<file path="src/rtl/weighted_range_randomizer_if.sv">
// Request/result handshake and table-config bus of weighted_range_randomizer.
interface weighted_range_randomizer_if #(
   parameter int MAX_BIT_WIDTH_OF_INTEGER_VARIABLE = 8,
   parameter int MAX_BIT_WIDTH_OF_VARIABLES_INDEX  = 2,
   parameter int MAX_BIT_WIDTH_OF_DISCRETE_CHOICES = 2,
   parameter int WEIGHT_WIDTH                      = 4
);
   localparam int INT_W     = MAX_BIT_WIDTH_OF_INTEGER_VARIABLE;
   localparam int VAR_IDX_W = MAX_BIT_WIDTH_OF_VARIABLES_INDEX;
   localparam int CHOICE_W  = MAX_BIT_WIDTH_OF_DISCRETE_CHOICES;

   logic                    in_cfg_we;
   logic [VAR_IDX_W-1:0]    in_cfg_var;
   logic [CHOICE_W-1:0]     in_cfg_choice;
   logic [INT_W-1:0]        in_cfg_start;
   logic [INT_W-1:0]        in_cfg_end;
   logic [WEIGHT_WIDTH-1:0] in_cfg_weight;
   logic                    in_req_valid;
   logic [VAR_IDX_W-1:0]    in_variable_index;
   logic                    out_req_ready;
   logic                    out_valid;
   logic [INT_W-1:0]        out_start;
   logic [INT_W-1:0]        out_end;
   logic                    out_equal;
   logic [CHOICE_W-1:0]     out_choice;
   logic [INT_W-1:0]        out_value;
   logic                    out_error;

   modport master (
      output in_cfg_we, in_cfg_var, in_cfg_choice, in_cfg_start, in_cfg_end, in_cfg_weight,
      output in_req_valid, in_variable_index,
      input  out_req_ready, out_valid, out_start, out_end, out_equal, out_choice, out_value, out_error
   );

   modport slave (
      input  in_cfg_we, in_cfg_var, in_cfg_choice, in_cfg_start, in_cfg_end, in_cfg_weight,
      input  in_req_valid, in_variable_index,
      output out_req_ready, out_valid, out_start, out_end, out_equal, out_choice, out_value, out_error
   );
endinterface

</file>
<file path="src/rtl/weighted_range_randomizer.sv">
// Weighted discrete-range randomizer: picks a range in proportion to its weight
// using an internal LFSR, then draws a uniform integer inside that range.
module weighted_range_randomizer #(
   parameter int MAX_BIT_WIDTH_OF_INTEGER_VARIABLE = 8,
   parameter int MAX_BIT_WIDTH_OF_VARIABLES_INDEX  = 2,
   parameter int MAX_BIT_WIDTH_OF_DISCRETE_CHOICES = 2,
   parameter int WEIGHT_WIDTH                      = 4,
   parameter int SEED_WIDTH                        = 16
) (
   input  logic                  in_clock,
   input  logic                  in_reset_n,
   input  logic                  in_enable,
   input  logic [SEED_WIDTH-1:0] in_seed,
   weighted_range_randomizer_if.slave bus
);
   localparam int INT_W     = MAX_BIT_WIDTH_OF_INTEGER_VARIABLE;
   localparam int VAR_IDX_W = MAX_BIT_WIDTH_OF_VARIABLES_INDEX;
   localparam int CHOICE_W  = MAX_BIT_WIDTH_OF_DISCRETE_CHOICES;
   localparam int SUM_W     = WEIGHT_WIDTH + CHOICE_W;
   localparam int ENT_W     = VAR_IDX_W + CHOICE_W;
   localparam int ENTRIES   = 1 << ENT_W;

   function automatic logic [63:0] lfsr_taps(input int width);
      case (width)
         8:       return 64'h0000_0000_0000_00B8;
         12:      return 64'h0000_0000_0000_0829;
         16:      return 64'h0000_0000_0000_B400;
         20:      return 64'h0000_0000_0009_0000;
         24:      return 64'h0000_0000_00E1_0000;
         32:      return 64'h0000_0000_8020_0003;
         default: return 64'h0000_0000_0000_0003 << (width - 2);
      endcase
   endfunction

   function automatic logic [WEIGHT_WIDTH-1:0] eff_weight(input logic [INT_W-1:0] s,
                                                          input logic [INT_W-1:0] e,
                                                          input logic [WEIGHT_WIDTH-1:0] w);
      if (e >= s) begin
         return w;
      end else begin
         return {WEIGHT_WIDTH{1'b0}};
      end
   endfunction

   localparam logic [63:0]           TAPS_ALL = lfsr_taps(SEED_WIDTH);
   localparam logic [SEED_WIDTH-1:0] TAPS     = TAPS_ALL[SEED_WIDTH-1:0];
   localparam logic [CHOICE_W-1:0]   CNT_LAST = {CHOICE_W{1'b1}};

   typedef enum logic [2:0] {
      S_IDLE  = 3'd0,
      S_SUM   = 3'd1,
      S_DRAW  = 3'd2,
      S_SCAN  = 3'd3,
      S_VALUE = 3'd4
   } state_t;

   state_t                  state_q, state_d;
   logic [SEED_WIDTH-1:0]   lfsr_q, lfsr_d;
   logic [INT_W-1:0]        tbl_start_q [ENTRIES];
   logic [INT_W-1:0]        tbl_start_d [ENTRIES];
   logic [INT_W-1:0]        tbl_end_q [ENTRIES];
   logic [INT_W-1:0]        tbl_end_d [ENTRIES];
   logic [WEIGHT_WIDTH-1:0] tbl_weight_q [ENTRIES];
   logic [WEIGHT_WIDTH-1:0] tbl_weight_d [ENTRIES];
   logic [VAR_IDX_W-1:0]    var_q, var_d;
   logic [CHOICE_W-1:0]     cnt_q, cnt_d;
   logic [SUM_W-1:0]        total_q, total_d;
   logic [SUM_W-1:0]        r_q, r_d;
   logic [SUM_W-1:0]        cum_q, cum_d;
   logic                    found_q, found_d;
   logic [CHOICE_W-1:0]     sel_q, sel_d;
   logic                    valid_q, valid_d;
   logic                    ready_q, ready_d;
   logic [INT_W-1:0]        res_start_q, res_start_d;
   logic [INT_W-1:0]        res_end_q, res_end_d;
   logic                    res_equal_q, res_equal_d;
   logic [CHOICE_W-1:0]     res_choice_q, res_choice_d;
   logic [INT_W-1:0]        res_value_q, res_value_d;
   logic                    res_error_q, res_error_d;

   logic                    accept_s;
   logic                    cfg_write_s;
   logic [ENT_W-1:0]        cfg_idx_s;
   logic [ENT_W-1:0]        ent_idx_s;
   logic [ENT_W-1:0]        sel_idx_s;
   logic [WEIGHT_WIDTH-1:0] cur_eff_s;
   logic [SUM_W-1:0]        cum_next_s;
   logic [2*SUM_W-1:0]      draw_prod_s;
   logic [SUM_W-1:0]        r_s;
   logic [INT_W-1:0]        sel_start_s;
   logic [INT_W-1:0]        sel_end_s;
   logic [INT_W:0]          span_s;
   logic [2*INT_W-1:0]      val_prod_s;
   logic [INT_W-1:0]        sel_value_s;
   logic [SEED_WIDTH-1:0]   seed_load_s;

   assign accept_s    = in_enable && (state_q == S_IDLE) && bus.in_req_valid;
   assign cfg_write_s = bus.in_cfg_we && (state_q == S_IDLE) && !accept_s;
   assign cfg_idx_s   = {bus.in_cfg_var, bus.in_cfg_choice};
   assign ent_idx_s   = {var_q, cnt_q};
   assign sel_idx_s   = {var_q, sel_q};
   assign seed_load_s = (in_seed == {SEED_WIDTH{1'b0}}) ? {{(SEED_WIDTH-1){1'b0}}, 1'b1} : in_seed;
   assign lfsr_d      = in_enable ? {lfsr_q[SEED_WIDTH-2:0], ^(lfsr_q & TAPS)} : lfsr_q;

   assign cur_eff_s   = eff_weight(tbl_start_q[ent_idx_s], tbl_end_q[ent_idx_s], tbl_weight_q[ent_idx_s]);
   assign cum_next_s  = cum_q + SUM_W'(cur_eff_s);
   // r = (lfsr_low * total) >> SUM_W always lands in [0, total) for a non-zero total
   assign draw_prod_s = (2*SUM_W)'(lfsr_q[SUM_W-1:0]) * (2*SUM_W)'(total_q);
   assign r_s         = SUM_W'(draw_prod_s >> SUM_W);
   assign sel_start_s = tbl_start_q[sel_idx_s];
   assign sel_end_s   = tbl_end_q[sel_idx_s];
   assign span_s      = {1'b0, sel_end_s} - {1'b0, sel_start_s} + (INT_W+1)'(1);
   assign val_prod_s  = (2*INT_W)'(lfsr_q[SEED_WIDTH-1 -: INT_W]) * (2*INT_W)'(span_s);
   assign sel_value_s = sel_start_s + INT_W'(val_prod_s >> INT_W);

   always_ff @(posedge in_clock) begin
      if (!in_reset_n) begin
         state_q <= S_IDLE;
      end else begin
         state_q <= state_d;
      end
   end

   always_comb begin
      state_d = state_q;
      if (in_enable) begin
         case (state_q)
            S_IDLE:  state_d = bus.in_req_valid ? S_SUM : S_IDLE;
            S_SUM:   state_d = (cnt_q == CNT_LAST) ? S_DRAW : S_SUM;
            S_DRAW:  state_d = S_SCAN;
            S_SCAN:  state_d = (cnt_q == CNT_LAST) ? S_VALUE : S_SCAN;
            S_VALUE: state_d = S_IDLE;
            default: state_d = S_IDLE;
         endcase
      end else begin
         state_d = state_q;
      end
   end

   always_comb begin
      tbl_start_d  = tbl_start_q;
      tbl_end_d    = tbl_end_q;
      tbl_weight_d = tbl_weight_q;
      if (cfg_write_s) begin
         tbl_start_d[cfg_idx_s]  = bus.in_cfg_start;
         tbl_end_d[cfg_idx_s]    = bus.in_cfg_end;
         tbl_weight_d[cfg_idx_s] = bus.in_cfg_weight;
      end else begin
         tbl_start_d = tbl_start_q;
      end
   end

   always_comb begin
      var_d        = var_q;
      cnt_d        = cnt_q;
      total_d      = total_q;
      r_d          = r_q;
      cum_d        = cum_q;
      found_d      = found_q;
      sel_d        = sel_q;
      valid_d      = valid_q;
      ready_d      = ready_q;
      res_start_d  = res_start_q;
      res_end_d    = res_end_q;
      res_equal_d  = res_equal_q;
      res_choice_d = res_choice_q;
      res_value_d  = res_value_q;
      res_error_d  = res_error_q;
      if (in_enable) begin
         valid_d = 1'b0;
         ready_d = (state_d == S_IDLE);
         case (state_q)
            S_IDLE: begin
               if (accept_s) begin
                  var_d   = bus.in_variable_index;
                  cnt_d   = {CHOICE_W{1'b0}};
                  total_d = {SUM_W{1'b0}};
               end else begin
                  var_d = var_q;
               end
            end
            S_SUM: begin
               total_d = cum_q + total_q - cum_q + SUM_W'(cur_eff_s);
               cnt_d   = cnt_q + CHOICE_W'(1);
            end
            S_DRAW: begin
               r_d     = r_s;
               cum_d   = {SUM_W{1'b0}};
               found_d = 1'b0;
               sel_d   = {CHOICE_W{1'b0}};
               cnt_d   = {CHOICE_W{1'b0}};
            end
            S_SCAN: begin
               cum_d = cum_next_s;
               cnt_d = cnt_q + CHOICE_W'(1);
               // first match wins; later choices with r < cum are ignored
               if (!found_q && (r_q < cum_next_s)) begin
                  found_d = 1'b1;
                  sel_d   = cnt_q;
               end else begin
                  found_d = found_q;
               end
            end
            S_VALUE: begin
               valid_d = 1'b1;
               if (total_q == {SUM_W{1'b0}}) begin
                  res_start_d  = {INT_W{1'b0}};
                  res_end_d    = {INT_W{1'b0}};
                  res_equal_d  = 1'b0;
                  res_choice_d = {CHOICE_W{1'b0}};
                  res_value_d  = {INT_W{1'b0}};
                  res_error_d  = 1'b1;
               end else begin
                  res_start_d  = sel_start_s;
                  res_end_d    = sel_end_s;
                  res_equal_d  = (sel_start_s == sel_end_s);
                  res_choice_d = sel_q;
                  res_value_d  = sel_value_s;
                  res_error_d  = 1'b0;
               end
            end
            default: begin
               var_d = var_q;
            end
         endcase
      end else begin
         valid_d = valid_q;
      end
   end

   always_ff @(posedge in_clock) begin
      if (!in_reset_n) begin
         lfsr_q       <= seed_load_s;
         for (int i = 0; i < ENTRIES; i++) begin
            tbl_start_q[i]  <= {INT_W{1'b0}};
            tbl_end_q[i]    <= {INT_W{1'b0}};
            tbl_weight_q[i] <= {WEIGHT_WIDTH{1'b0}};
         end
         var_q        <= {VAR_IDX_W{1'b0}};
         cnt_q        <= {CHOICE_W{1'b0}};
         total_q      <= {SUM_W{1'b0}};
         r_q          <= {SUM_W{1'b0}};
         cum_q        <= {SUM_W{1'b0}};
         found_q      <= 1'b0;
         sel_q        <= {CHOICE_W{1'b0}};
         valid_q      <= 1'b0;
         ready_q      <= 1'b1;
         res_start_q  <= {INT_W{1'b0}};
         res_end_q    <= {INT_W{1'b0}};
         res_equal_q  <= 1'b0;
         res_choice_q <= {CHOICE_W{1'b0}};
         res_value_q  <= {INT_W{1'b0}};
         res_error_q  <= 1'b0;
      end else begin
         lfsr_q       <= lfsr_d;
         tbl_start_q  <= tbl_start_d;
         tbl_end_q    <= tbl_end_d;
         tbl_weight_q <= tbl_weight_d;
         var_q        <= var_d;
         cnt_q        <= cnt_d;
         total_q      <= total_d;
         r_q          <= r_d;
         cum_q        <= cum_d;
         found_q      <= found_d;
         sel_q        <= sel_d;
         valid_q      <= valid_d;
         ready_q      <= ready_d;
         res_start_q  <= res_start_d;
         res_end_q    <= res_end_d;
         res_equal_q  <= res_equal_d;
         res_choice_q <= res_choice_d;
         res_value_q  <= res_value_d;
         res_error_q  <= res_error_d;
      end
   end

   assign bus.out_req_ready = ready_q;
   assign bus.out_valid     = valid_q;
   assign bus.out_start     = res_start_q;
   assign bus.out_end       = res_end_q;
   assign bus.out_equal     = res_equal_q;
   assign bus.out_choice    = res_choice_q;
   assign bus.out_value     = res_value_q;
   assign bus.out_error     = res_error_q;
endmodule

</file>
<file path="src/flat_wrapper.sv">
// flat-port wrapper written by rule: the top's interface ports become plain ports
module weighted_range_randomizer_flat 
#(
   parameter int MAX_BIT_WIDTH_OF_INTEGER_VARIABLE = 8,
   parameter int MAX_BIT_WIDTH_OF_VARIABLES_INDEX  = 2,
   parameter int MAX_BIT_WIDTH_OF_DISCRETE_CHOICES = 2,
   parameter int WEIGHT_WIDTH                      = 4,
   parameter int SEED_WIDTH                        = 16
)
  (in_clock, in_reset_n, in_enable, in_seed, bus_in_cfg_we, bus_in_cfg_var, bus_in_cfg_choice, bus_in_cfg_start, bus_in_cfg_end, bus_in_cfg_weight, bus_in_req_valid, bus_in_variable_index, bus_out_req_ready, bus_out_valid, bus_out_start, bus_out_end, bus_out_equal, bus_out_choice, bus_out_value, bus_out_error);
  weighted_range_randomizer_if #(.MAX_BIT_WIDTH_OF_INTEGER_VARIABLE(MAX_BIT_WIDTH_OF_INTEGER_VARIABLE), .MAX_BIT_WIDTH_OF_VARIABLES_INDEX(MAX_BIT_WIDTH_OF_VARIABLES_INDEX), .MAX_BIT_WIDTH_OF_DISCRETE_CHOICES(MAX_BIT_WIDTH_OF_DISCRETE_CHOICES), .WEIGHT_WIDTH(WEIGHT_WIDTH)) bus_i ();
  input  logic in_clock;
  input  logic in_reset_n;
  input  logic in_enable;
  input  logic [SEED_WIDTH-1:0] in_seed;
  input wire logic [$bits(bus_i.in_cfg_we)-1:0] bus_in_cfg_we;
  input wire logic [$bits(bus_i.in_cfg_var)-1:0] bus_in_cfg_var;
  input wire logic [$bits(bus_i.in_cfg_choice)-1:0] bus_in_cfg_choice;
  input wire logic [$bits(bus_i.in_cfg_start)-1:0] bus_in_cfg_start;
  input wire logic [$bits(bus_i.in_cfg_end)-1:0] bus_in_cfg_end;
  input wire logic [$bits(bus_i.in_cfg_weight)-1:0] bus_in_cfg_weight;
  input wire logic [$bits(bus_i.in_req_valid)-1:0] bus_in_req_valid;
  input wire logic [$bits(bus_i.in_variable_index)-1:0] bus_in_variable_index;
  output wire logic [$bits(bus_i.out_req_ready)-1:0] bus_out_req_ready;
  output wire logic [$bits(bus_i.out_valid)-1:0] bus_out_valid;
  output wire logic [$bits(bus_i.out_start)-1:0] bus_out_start;
  output wire logic [$bits(bus_i.out_end)-1:0] bus_out_end;
  output wire logic [$bits(bus_i.out_equal)-1:0] bus_out_equal;
  output wire logic [$bits(bus_i.out_choice)-1:0] bus_out_choice;
  output wire logic [$bits(bus_i.out_value)-1:0] bus_out_value;
  output wire logic [$bits(bus_i.out_error)-1:0] bus_out_error;
  assign bus_i.in_cfg_we = bus_in_cfg_we;
  assign bus_i.in_cfg_var = bus_in_cfg_var;
  assign bus_i.in_cfg_choice = bus_in_cfg_choice;
  assign bus_i.in_cfg_start = bus_in_cfg_start;
  assign bus_i.in_cfg_end = bus_in_cfg_end;
  assign bus_i.in_cfg_weight = bus_in_cfg_weight;
  assign bus_i.in_req_valid = bus_in_req_valid;
  assign bus_i.in_variable_index = bus_in_variable_index;
  assign bus_out_req_ready = bus_i.out_req_ready;
  assign bus_out_valid = bus_i.out_valid;
  assign bus_out_start = bus_i.out_start;
  assign bus_out_end = bus_i.out_end;
  assign bus_out_equal = bus_i.out_equal;
  assign bus_out_choice = bus_i.out_choice;
  assign bus_out_value = bus_i.out_value;
  assign bus_out_error = bus_i.out_error;
  weighted_range_randomizer #(.MAX_BIT_WIDTH_OF_INTEGER_VARIABLE(MAX_BIT_WIDTH_OF_INTEGER_VARIABLE), .MAX_BIT_WIDTH_OF_VARIABLES_INDEX(MAX_BIT_WIDTH_OF_VARIABLES_INDEX), .MAX_BIT_WIDTH_OF_DISCRETE_CHOICES(MAX_BIT_WIDTH_OF_DISCRETE_CHOICES), .WEIGHT_WIDTH(WEIGHT_WIDTH), .SEED_WIDTH(SEED_WIDTH)) u_core (.in_clock(in_clock), .in_reset_n(in_reset_n), .in_enable(in_enable), .in_seed(in_seed), .bus(bus_i));
endmodule
</file>
<file path="config.mk">
export PLATFORM = sky130hd
export DESIGN_NAME = weighted_range_randomizer_flat
export DESIGN_NICKNAME = d
export VERILOG_FILES = /design/src/rtl/weighted_range_randomizer_if.sv /design/src/rtl/weighted_range_randomizer.sv /design/src/flat_wrapper.sv
export SDC_FILE = /design/constraint.sdc
export NUM_CORES = 1
export LEC_CHECK = 0
export CAP_MARGIN = 0
export CORE_ASPECT_RATIO = 2
export CORE_MARGIN = 3
export CORE_UTILIZATION = 60
export DETAILED_ROUTE_END_ITERATION = 8
export PLACE_DENSITY = 0.8
export SETUP_SLACK_MARGIN = 0.05
export SYNTH_ARGS = -nofsm -noshare
export SYNTH_HDL_FRONTEND = slang
export SYNTH_SLANG_ARGS = --single-unit
</file>
<file path="constraint.sdc">
create_clock -name in_clock -period 13.34 [get_ports in_clock]
set_input_delay 2.668 -clock in_clock [delete_from_list [all_inputs] [get_ports in_clock]]
set_output_delay 2.668 -clock in_clock [all_outputs]
set_load 0.05 [all_outputs]
</file>
# Word level (Yosys, flattened, before mapping)
# Index checks and enable logic that the tools add are counted.
dict set report classes {
  multipliers 2
  n_mux 47
  n_bitwise 3
  n_reduce_logical 24
  eq_ne 9
  order_cmp 6
  addsub 8
}
# operator count
set ops {}
lappend ops {{128-bit bitwise mux} 2}
lappend ops {{8-bit binary-select mux with 4-bit select} 4}
lappend ops {{8-bit 2-to-1 mux} 12}
lappend ops {{64-bit bitwise mux} 1}
lappend ops {{16-bit 2-to-1 mux} 3}
lappend ops {{8-bit demux with 4-bit select} 1}
lappend ops {{6-bit case mux with 2 select lines} 2}
lappend ops {{4-bit binary-select mux with 4-bit select} 1}
lappend ops {{4-bit demux with 4-bit select} 1}
lappend ops {{16-bit logical NOT} 1}
lappend ops {{8-bit by 9-bit multiplier with 16-bit output} 1}
lappend ops {{4-bit 2-to-1 mux} 4}
lappend ops {{16-bit XOR reduction} 1}
lappend ops {{5-bit >= comparator (second input constant)} 3}
lappend ops {{4-bit NOT with 5-bit output} 3}
lappend ops {{6-bit by 4-bit adder with 6-bit output} 2}
lappend ops {{6-bit by 6-bit multiplier with 12-bit output} 1}
lappend ops {{3-bit case mux with 4 select lines} 1}
lappend ops {{3-bit AND reduction} 4}
lappend ops {{9-bit by 1-bit adder with 9-bit output (second input constant)} 1}
lappend ops {{8-bit by 8-bit subtractor with 9-bit output} 1}
lappend ops {{8-bit adder} 1}
lappend ops {{8-bit equality test} 1}
lappend ops {{8-bit >= comparator} 1}
lappend ops {{25 further kinds} 46}
dict set report word_totals {
  output_inout_bits 30
  input_bits 47
  ff_bits 394
}

# Logic depth before layout (Yosys ltp)
dict set report depth {
  ltp_word 11
  depth_mapped 36
}

# Least setup slack after synthesis
# No wires, ideal clock.
dict set report synth_path {
  kind {flip-flop to flip-flop}
  startpoint {register u_core.sel_q[0]}
  endpoint {register u_core.res_value_q[7] (netlist: u_core.bus.out_value[7])}
  path_stages_with_launch 37
  synth_period_minus_slack_ps 9244
  path_slack_ps 4096
  t_arrival_ps 9122
  path_cell_list {dfxtp_1 -> buf_6 -> clkbuf_1 -> mux4_2 -> mux4_2 -> inv_1 -> ha_1 -> inv_1 -> ha_1 -> fa_1 -> a21o_1 -> a21oi_1 -> o21bai_1 -> a21oi_1 -> xnor2_1 -> and2_1 -> fa_1 -> fa_1 -> fa_1 -> inv_1 -> fa_1 -> inv_1 -> ha_1 -> nor2b_1 -> a311o_1 -> and2_1 -> o21a_1 -> nor2_1 -> xnor2_1 -> ha_1 -> and4_1 -> a2111oi_2 -> o21bai_1 -> a21oi_1 -> xnor3_1 -> a21boi_1 -> a311o_1}
}
dict set report synth_via {
  elab_chain_cells 9
  elab_cells_between_ends 12
  classes_between {add/sub (3); mul (1); mux (7); bitwise (1)}
}
# item line_no
set synth_lines {}
lappend synth_lines {{from (decl)} weighted_range_randomizer.sv:71} ;# logic [CHOICE_W-1:0] sel_q, sel_d;
lappend synth_lines {{from (signal assigned)} weighted_range_randomizer.sv:245} ;# sel_q <= {CHOICE_W{1'b0}};
lappend synth_lines {{from (signal assigned)} weighted_range_randomizer.sv:265} ;# sel_q <= sel_d;
lappend synth_lines {{4-bit NOT with 5-bit output (not written as such) (*)} {weighted_range_randomizer.sv:110, weighted_range_randomizer.sv:111}}
lappend synth_lines {{8-bit binary-select mux with 4-bit select (on tied branches)} {weighted_range_randomizer.sv:111, weighted_range_randomizer.sv:110}}
lappend synth_lines {{8-bit 2-to-1 mux (on tied branches) (2 in series)} {weighted_range_randomizer.sv:111, weighted_range_randomizer.sv:110}}
lappend synth_lines {{8-bit by 8-bit subtractor with 9-bit output} weighted_range_randomizer.sv:112} ;# assign span_s = {1'b0, sel_end_s} - {1'b0, sel_start_s} + (INT_W+1)'(1);
lappend synth_lines {{9-bit by 1-bit adder with 9-bit output} weighted_range_randomizer.sv:112}
lappend synth_lines {{8-bit by 9-bit multiplier with 16-bit output} weighted_range_randomizer.sv:113} ;# assign val_prod_s = (2*INT_W)'(lfsr_q[SEED_WIDTH-1 -: INT_W]) * (2*INT_W)'(span_s);
lappend synth_lines {{8-bit adder (*)} weighted_range_randomizer.sv:114} ;# assign sel_value_s = sel_start_s + INT_W'(val_prod_s >> INT_W);
lappend synth_lines {{8-bit 2-to-1 mux (*)} weighted_range_randomizer.sv:206} ;# if (total_q == {SUM_W{1'b0}}) begin
lappend synth_lines {{to (signal assigned)} weighted_range_randomizer.sv:252} ;# res_value_q <= {INT_W{1'b0}};
lappend synth_lines {{to (signal assigned)} weighted_range_randomizer.sv:272} ;# res_value_q <= res_value_d;
lappend synth_lines {{to (decl)} weighted_range_randomizer.sv:78} ;# logic [INT_W-1:0] res_value_q, res_value_d;
# Every way passes the cells marked *; elsewhere a longest branch is shown, timed or not. The select of a mux whose other input is x is not followed.
# A chain may end at the register's enable or synchronous reset.

# Final worst setup path
# Same ends and word-level chain as after synthesis.

==> results.txt <==
----------------------------------------------------
[Die]
  Initial standard-cell utilization of the core ... between 60% and 70%
  Die extent in y ... 286.7 um
  CORE AREA ... 38800 um2
  Row count ... 102
  Number of top-level pins ... between 70 and 80
  Die area ... between 40000 and 50000 um2
  Die W ... 146.3 um

[Global routing]
  Total global-route track usage ... between 30% and 40%
  Grt met2 use ... 54.65%
  Wire length of the first global-routing pass ... 102.0 mm
  Via count of the first global-routing pass ... 19070
  Met3 Use GR ... 5.435%
  Global routing usage on met1 ... 32.54%
  Antenna violations before repair ... 2
  Most Crowded Layer GR ... met2
  Pin count of the biggest net entering global routing ... between 100 and 150
  Remaining Overflow, GRT ... 0

[Power]
  Share of total power in sequential cells ... 46.6%
  Clock share of power ... 41.1%
  Switching portion of total power ... 25.87%
  Internal power of the cells ... 1.951 mW
  Leakage power summed over all cells ... 8.928 nW
  Logic pwr share ... 12.3%
  VDD IR max ... 71.55 uV
  Sw Pwr ... 0.6807 mW
  Power per cell area ... 101.7 nW/um2

[Synthesis]
  Fraction of synthesis flops using an asynchronous set or reset pin ... 0%
  Warning count from the yosys run ... 0
  Average size of a mapped cell ... 10.14 um2
  Synthesized Nets ... 2543
  Yosys cell types ... 55
  Number of synthesized flops with an enable pin ... 16
  Netlist area before placement ... 23630 um2
  Flop and latch count out of synthesis ... 394
  Synthesized netlist cell count ... around 2300
  Dominant register cell in the synthesized netlist ... sky130_fd_sc_hd__dfxtp_1
  Seq/Total Area, Yosys ... 34.05%

[Min path]
  Hold WC Path Type ... reg2reg

[Clock network]
  H-tree lvl count ... 2
  Cts bufs inserted ... 36
  Post-CTS setup repair buffer count ... 0
  Clk slew on worst S/H paths ... 70 ps
  Clock root cell ... sky130_fd_sc_hd__clkbuf_16
  Clock latency on the worst-skew pair ... between 500 and 600 ps
  Hold buffer count at CTS ... 0
  PostCTS Resize Cnt ... 0
  CTS tree ... yes
  Max clock buf depth ... 3
  TritonCTS sink count ... 394

[Finish]
  Area growth syn-to-layout ... 9.477%
  Fraction of final layout cells with drive strength greater than 1 ... a little over an eighth
  Final standard cell utilization of the core ... 66.69%
  Nets ... 2504

[STA]
  Hold violation count in the final report ... 0
  Final TNS setup ... 0 ps
  Maximum operating frequency ... 94.98 MHz
  Final setup fails ... 0
  Worst slew margin relative to its limit ... 11.24%
  Pin slew with the least headroom to its limit ... 1331 ps
  Post-route clock period utilization ... 78.92%
  Minimum clock period after layout ... 10530 ps
  Unrepaired setup endpoints after global routing ... false
  Number of pins exceeding their max-slew limit in the final report ... 0
  Worst-case clock skew ... 27.20 ps
  Hold slack final ... 465.1 ps

[Worst setup path]
  Critical Path Source Type ... flip-flop
  Peak fanout along the critical path ... between 40 and 50
  Cell occurring most often along the worst timing path ... sky130_fd_sc_hd__fa_1
  Worst Path Required ... 13770 ps
  Arrival time worst endpoint ... 10960 ps
  Endpoint class of the critical path ... flip-flop
  Delay of the slowest critical-path stage ... 950 ps
  Cell at the slowest stage of the critical path ... sky130_fd_sc_hd__dfxtp_4
  Category of the critical setup timing path ... reg2reg

[Route]
  Vias after detailed routing ... 18120
  Antenna Violating Nets Remaining ... 0
  Router iterations before antenna repair ... 5
  DR iter-0 viols ... about 1500
  Number of vias per cell ... 6.379
  DRC violations left ... 0
  Routed wirelength normalized by instance count ... 23.24 um
  Final wirelength ... 66.01 mm

[Placement]
  Detailed placer's ending HPWL ... about 43 mm
  Last weighted congestion value of the routability-driven placer ... 0.9000
  Number of port buffers ... 76

[Outcome]
  Outcome ... finished, final reports clean

[Job]
  Max-capacitance violation count ... 0

----------------------------------------------------
-- metrics by stage --
| step | setup WS (ps) | area, um2 | cells | total power [mW] |
|---|---|---|---|---|
| after floorplan | 4096 | 23630 | 2331 | 1.472 |
| after global placement | 3203 | 24650 | 2774 | 1.560 |
| after detailed placement | 2798 | 24650 | 2774 | 1.572 |
| after CTS | 2789 | 25870 | 2840 | 2.641 |
| after global routing | 2234 | 25870 | 2841 | 2.718 |
| final | 2812 | 25870 | 2841 | 2.631 |
-- placed cells by master, fill, tap and decap left out, types with 25 or more instances in the layout --
master / n
sky130_fd_sc_hd__a21boi_0: 211
sky130_fd_sc_hd__a21oi_1: 25
sky130_fd_sc_hd__a22oi_1: 28
sky130_fd_sc_hd__and2_1: 77
sky130_fd_sc_hd__clkbuf_16: 36
sky130_fd_sc_hd__clkdlybuf4s50_1: 75
sky130_fd_sc_hd__dfxtp_1: 372
sky130_fd_sc_hd__fa_1: 62
sky130_fd_sc_hd__ha_1: 103
sky130_fd_sc_hd__inv_1: 106
sky130_fd_sc_hd__mux2i_1: 122
sky130_fd_sc_hd__mux4_2: 179
sky130_fd_sc_hd__nand2_1: 457
sky130_fd_sc_hd__nor2b_1: 168
-- cell families after synthesis --
family / synth area share (%)
muxes: 23.05
xor gates and xnor gates: 1.504
AOI/OAI and AO/OA: 9.996
and+or+nand+nor: 16.13
adders and majority gates: 10.71
DFF: 34.05
buffers and inverters: 4.564
-- path summary, 6_finish.rpt --
kind                                start                 endpoint  slack [ps]  cells after the start
hold / removal    u_core.tbl_weight_q[28]  u_core.tbl_weight_q[28]         470                      2
setup reg to reg          u_core.sel_q[0]  u_core.bus.out_value[7]        2810                     33
hold reg to reg   u_core.tbl_weight_q[28]  u_core.tbl_weight_q[28]         470                      2
setup / recovery          u_core.sel_q[0]  u_core.bus.out_value[7]        2810                     33
-- routing by layer --
metal	share of wire, %	wire (um)	vias up
li1	-	-	7966
met1	33	21800	8900
met2	52	34010	925
met3	7.0	4599	333
met4	8.5	5608	0
met5	0	0	-
-- power by group through the flow --
stage / Sequential [mW] / Combinational, mW / Clock [mW]
6_report: 1.23 / 0.323 / 1.08
5_1_grt: 1.23 / 0.356 / 1.13
4_1_cts: 1.23 / 0.323 / 1.09
3_5_place_dp: 1.25 / 0.321 / 0
3_3_place_gp: 1.25 / 0.308 / 0
2_1_floorplan: 1.24 / 0.234 / 0
-- final cells by class --
type / count / area (um2)
Timing Repair Buffer: 98 / 929.6
Tap cell: 520 / 650.6
Fill cell: 2918 / 12920
Antenna cell: 1 / 2.502
Sequential cell: 394 / 8063
Clock inverter: 19 / 231.5
Inverter: 107 / 402.9
Multi-Input combinational cell: 1655 / 14600
Clock buffer: 47 / 992.2
-- sequential cells by signal (all words and copies together) (netlist names), 8 cells and up --
name and flops:
u_core.tbl_end_q 128, u_core.bus.out_end 8, u_core.tbl_weight_q 64, u_core.bus.out_value 8
u_core.lfsr_q 16, u_core.bus.out_start 8, u_core.tbl_start_q 128
-- cells in the mapped netlist (2+ instances only) --
cell,n,area [um2]
sky130_fd_sc_hd__o21ai_0,18,90.09
sky130_fd_sc_hd__nand4b_1,2,17.52
sky130_fd_sc_hd__nand2_1,457,1715
sky130_fd_sc_hd__a311o_1,2,20.02
sky130_fd_sc_hd__or2_2,8,50.05
sky130_fd_sc_hd__clkbuf_1,141,529.3
sky130_fd_sc_hd__ha_1,103,1289
sky130_fd_sc_hd__xor2_1,14,122.6
sky130_fd_sc_hd__or4_1,3,22.52
sky130_fd_sc_hd__nor4_1,4,25.02
sky130_fd_sc_hd__inv_1,106,397.9
sky130_fd_sc_hd__dfxtp_1,378,7567
sky130_fd_sc_hd__o2111ai_1,2,17.52
sky130_fd_sc_hd__a21boi_0,211,1584
sky130_fd_sc_hd__nor2b_1,168,1051
sky130_fd_sc_hd__o21bai_1,3,22.52
sky130_fd_sc_hd__nand3_1,16,80.08
sky130_fd_sc_hd__fa_1,62,1241
sky130_fd_sc_hd__a22o_1,2,17.52
sky130_fd_sc_hd__or3_1,5,31.28
sky130_fd_sc_hd__o31ai_1,3,22.52
sky130_fd_sc_hd__xnor2_1,24,210.2
sky130_fd_sc_hd__mux4_2,179,4031
sky130_fd_sc_hd__buf_2,8,40.04
sky130_fd_sc_hd__nor2_1,36,135.1
sky130_fd_sc_hd__a22oi_1,28,210.2
sky130_fd_sc_hd__edfxtp_1,16,480.5
sky130_fd_sc_hd__a21o_1,16,120.1
sky130_fd_sc_hd__nand4_1,2,12.51
sky130_fd_sc_hd__mux2_2,15,168.9
sky130_fd_sc_hd__nand2b_1,13,81.33
sky130_fd_sc_hd__and4_1,2,17.52
sky130_fd_sc_hd__a21oi_1,26,130.1
sky130_fd_sc_hd__o21a_1,4,30.03
sky130_fd_sc_hd__mux2i_1,122,1221
sky130_fd_sc_hd__and3_1,4,25.02
sky130_fd_sc_hd__and2_1,77,481.7
sky130_fd_sc_hd__nor3_1,11,55.05
sky130_fd_sc_hd__buf_1,24,90.09
-- critical path, delay by kind of cell, from the launching register on --
family / cells / cell delay, ps
and+or+nand+nor: 5 / 920
adders and majority gates: 9 / 3530
xor gates and xnor gates: 3 / 700
muxes: 2 / 1090
buffers and inverters: 3 / 610
AOI/OAI and AO/OA: 11 / 2520
DFF: 1 / 950
Note: power is estimated with default switching activity, not from simulation.
==> variant 1, RTL diff (config.mk and constraints unchanged) <==
`WEIGHT_WIDTH` is set to 4 in 3 places; all go to 6.
--- a/src/rtl/weighted_range_randomizer_if.sv
+++ b/src/rtl/weighted_range_randomizer_if.sv
@@ -5,3 +5,3 @@
    parameter int MAX_BIT_WIDTH_OF_DISCRETE_CHOICES = 2,
-   parameter int WEIGHT_WIDTH                      = 4
+   parameter int WEIGHT_WIDTH                      = 6
 );
--- a/src/rtl/weighted_range_randomizer.sv
+++ b/src/rtl/weighted_range_randomizer.sv
@@ -6,3 +6,3 @@
    parameter int MAX_BIT_WIDTH_OF_DISCRETE_CHOICES = 2,
-   parameter int WEIGHT_WIDTH                      = 4,
+   parameter int WEIGHT_WIDTH                      = 6,
    parameter int SEED_WIDTH                        = 16
--- a/src/flat_wrapper.sv
+++ b/src/flat_wrapper.sv
@@ -6,3 +6,3 @@
    parameter int MAX_BIT_WIDTH_OF_DISCRETE_CHOICES = 2,
-   parameter int WEIGHT_WIDTH                      = 4,
+   parameter int WEIGHT_WIDTH                      = 6,
    parameter int SEED_WIDTH                        = 16
Interface: changed (resized bus_in_cfg_weight); port bits go from 77 to 79. The function was not compared with the original's and may differ.
==> variant 1 against the original RTL <==
- sequential share of layout area down 0.74 points
- synthesized area is 13% higher
- wire length up 7.2%
- count of clock-buffer cells in the layout up 9
- sequential cell count increased by 38
- die area rose by 12%
- setup slack improved by 0.49 ns
- clock skew down 0.0045 ns
- highest routed layer unchanged
- critical endpoint unchanged
- largest power group unchanged
- power up 8.7%
- first-iteration DRC count up 9.8%
- critical path depth fell by 2
- cell area increased by 12%
- via count is 8.3% higher
==> variant 1: results (changes against the original RTL) <==
place_area_sq_um: 27700  # +12%
fin_hold_ws_ns: 0.466  # +0.00128 ns
skew_ns: 0.0227  # -0.00454 ns
drive_gt1_share_pct: 12.8  # -0.49 points
worstSkewPairLatency_ns: 0.56  # about the same
ctsResizeCount: 0  # unchanged
filler_cell_count: 3252  # +11%
grt_usage_pct: 30.0  # -1.1 points
cpPeakStageDelay_ns: 0.94
grt_pass1_wl_microns: 112000  # +9.6%
grt_start_max_net_pins: 195  # +40%
antenna_found_initial: 3  # +1
synth_compound_area_share_pct: 7.89  # -2.1 points
cp_max_fo: 43  # -8.5%
synth_nets: 2841  # +12%
synth_edf_count: 16  # unchanged
synth_area_per_cell_sq_um: 10.3  # +2.0%
hold_end: "u_core.r_q[0]"
drtIter0Drc: 1617  # +9.8%
synth_fa_ha_area_share_pct: 12.4  # +1.7 points
ir_worst_vdd_mv: 0.0815  # +14%
r2r_cells: 31  # -6.1%
dp.cells: 3045  # +9.8%
wirelength_microns: 70800  # +7.2%
final_cells: 3116  # +9.7%
port_buffers: 78  # +2.6%
grt_pass1_vias: 20800  # +8.9%
combPwrFrac_pct: 12.7  # +0.4 points
switching_power_mw: 0.739  # +8.6%
gp_congestion: 0.914  # +1.5%
reg_top3: "u_core.tbl_end_q x128, u_core.tbl_start_q x128, u_core.tbl_weight_q x96"
numCtsBuffers: 38  # +5.6%
synth_area_leaders: "dfxtp_1 (31%), mux4_2 (16%), mux2i_1 (7.5%), fa_1 (6.2%), ha_1 (6.2%)"
worst_ep_arrival_time_ns: 10.47  # -0.49 ns
power_density_nw_per_um2: 98.6  # -3.0%
outcome: "finished clean"
min_from: "u_core.r_q[0]"
vias_per_cell: 6.30  # -1.2%
synth_mux_area_share_pct: 24.2  # +1.2 points
worst_pin_slew_ns: 1.20  # -0.128 ns
dp_hpwl_microns: 46200  # +7.0%
synth_seq_area_share_pct: 33.1  # -1.0 points
synth_xor_area_share_pct: 1.61  # +0.10 points
achievable-frequency_ghz: 0.0996  # +4.8%
yosys-top-cells-count: "dfxtp_1 (416), nand2_1 (389), nor2b_1 (244)"
power_leakage_nw: 10.9  # +22%
pre_cts_ws_ns: 3.31  # +0.513 ns
[variant 1: per-layer routing]
| layer | part of all wire, % | track usage (%) | wire length (microns) |
|---|---|---|---|
| met1 | 34 | 32.7 | 23900 |
| met2 | 53 | 54.3 | 37500 |
| met3 | 6.3 | 3.54 | 4480 |
| met4 | 7.0 | 18.7 | 4970 |
| met5 | 0 | 0 | 0 |
[variant 1: area by class of cell]
| cell class | count | area (sq um) | area share, % |
|---|---|---|---|
| Antenna cell | 2 | 5.00 | 0.0173 |
| Timing Repair Buffer | 106 | 996 | 3.43 |
| Inverter | 133 | 499 | 1.72 |
| Clock inverter | 13 | 148 | 0.509 |
| Multi-Input combinational cell | 1824 | 16700 | 57.5 |
| Clock buffer | 56 | 1150 | 3.97 |
| Tap cell | 550 | 688 | 2.37 |
| Sequential cell | 432 | 8820 | 30.4 |
==> variant 2, RTL diff (same settings) <==
Without the edit above. Encoding of `state_t`: now Gray code (3 bits for 5 states).
--- a/src/rtl/weighted_range_randomizer.sv
+++ b/src/rtl/weighted_range_randomizer.sv
@@ -49,7 +49,7 @@
    typedef enum logic [2:0] {
-      S_IDLE  = 3'd0,
-      S_SUM   = 3'd1,
-      S_DRAW  = 3'd2,
-      S_SCAN  = 3'd3,
-      S_VALUE = 3'd4
+      S_IDLE  = 3'b000,
+      S_SUM   = 3'b001,
+      S_DRAW  = 3'b011,
+      S_SCAN  = 3'b010,
+      S_VALUE = 3'b110
    } state_t;
Function: same outputs for any inputs over 4 cycles, from zero or initial values and one cycle with in_reset_n low; so few cycles prove little.
==> variant 2 against the original RTL <==
- power is 0.42% lower
- via count is 1.2% lower
- non-clock buffer count stayed put
- setup slack better by 0.52 ns
- core utilization is 0.19 points lower
- wire length is 4.4% lower
- synthesized area is 4.2% lower
- sequential cell count stayed put
- cell area is 4.2% lower
- critical path depth is 2 lower
- critical path type unchanged
- largest cell class unchanged
- largest power group unchanged
==> variant 2: results (changes against the original RTL) <==
vias_per_cell: 6.48  # +1.6%
numCtsBuffers: 35  # -2.8%
ir_worst_vdd_mv: 0.108  # +50%
outcome: "finished clean"
core_area_sq_um: 37300  # -3.9%
clockPowerShare_pct: 40.9  # -0.2 points
clk_share_pct: 4.86  # +0.13 points
met1_usage_pct: 32.5  # -0.045 points
sh_seq_area_pct: 32.5  # +1.4 points
multi_input_area_share_pct: 54.9  # -1.5 points
grt_start_max_net_pins: 228  # +64%
first_pass_iters: 7  # +2
synth_nets: 2527  # -0.63%
pre_cts_ws_ns: 3.41  # +0.611 ns
synth_xor_area_share_pct: 1.81  # +0.31 points
filler_cell_count: 2782  # -4.7%
grt_usage_pct: 31.4  # +0.29 points
worst_ep_arrival_time_ns: 10.43  # -0.53 ns
inv_count: 104  # -2.8%
synth_area_leaders: "dfxtp_1 (33%), mux4_2 (18%), nand2_1 (7.5%), ha_1 (5.7%), mux2i_1 (5.5%)"
n_antenna_cell: 2  # +1
grt_use_met2_pct: 54.7  # about the same
grtUsageMet3_pct: 6.59  # +1.2 points
dp_hpwl_microns: 41100  # -5.0%
gp_congestion: 0.918  # +2.0%
cp_max_fo: 46  # -2.1%
grt_pass1_wl_microns: 98100  # -3.8%
multi_input_area_sq_um: 13600  # -6.8%
nNetsFinal: 2489  # -0.60%
layout.nonclk_buf_share_pct: 3.78  # +0.19 points
==> variant 2: final timing paths <==
path / to / slack [ns] / start / depth (start not counted)
worst max-delay path: u_core.bus.out_value[7] / 3.33 / u_core.sel_q[0] / 31
worst min-delay path: u_core.tbl_weight_q[33] / 0.45 / u_core.tbl_weight_q[33] / 2
worst max register to register: u_core.bus.out_value[7] / 3.33 / u_core.sel_q[0] / 31
worst min register to register: u_core.tbl_weight_q[33] / 0.45 / u_core.tbl_weight_q[33] / 2
==> variant 2: logic make-up (layout without fill, tap and decap cells) <==
kind of cell,count (synthesis),in the layout
AND/OR/NAND/NOR,798,798
flip-flops,394,394
multiplexers,320,320
AO/OA/AOI/OAI,315,315
buffers and inverters,277,263
adder cells (fa/ha/maj),165,165
XOR/XNOR,46,46
other,0,2
==> variant 2: per-layer routing <==
metal  wire length, microns  share of wire (%)
met1                  20600                 33
met4                   5630                8.9
met2                  32000                 51
met5                      0                  0
met3                   4920                7.8
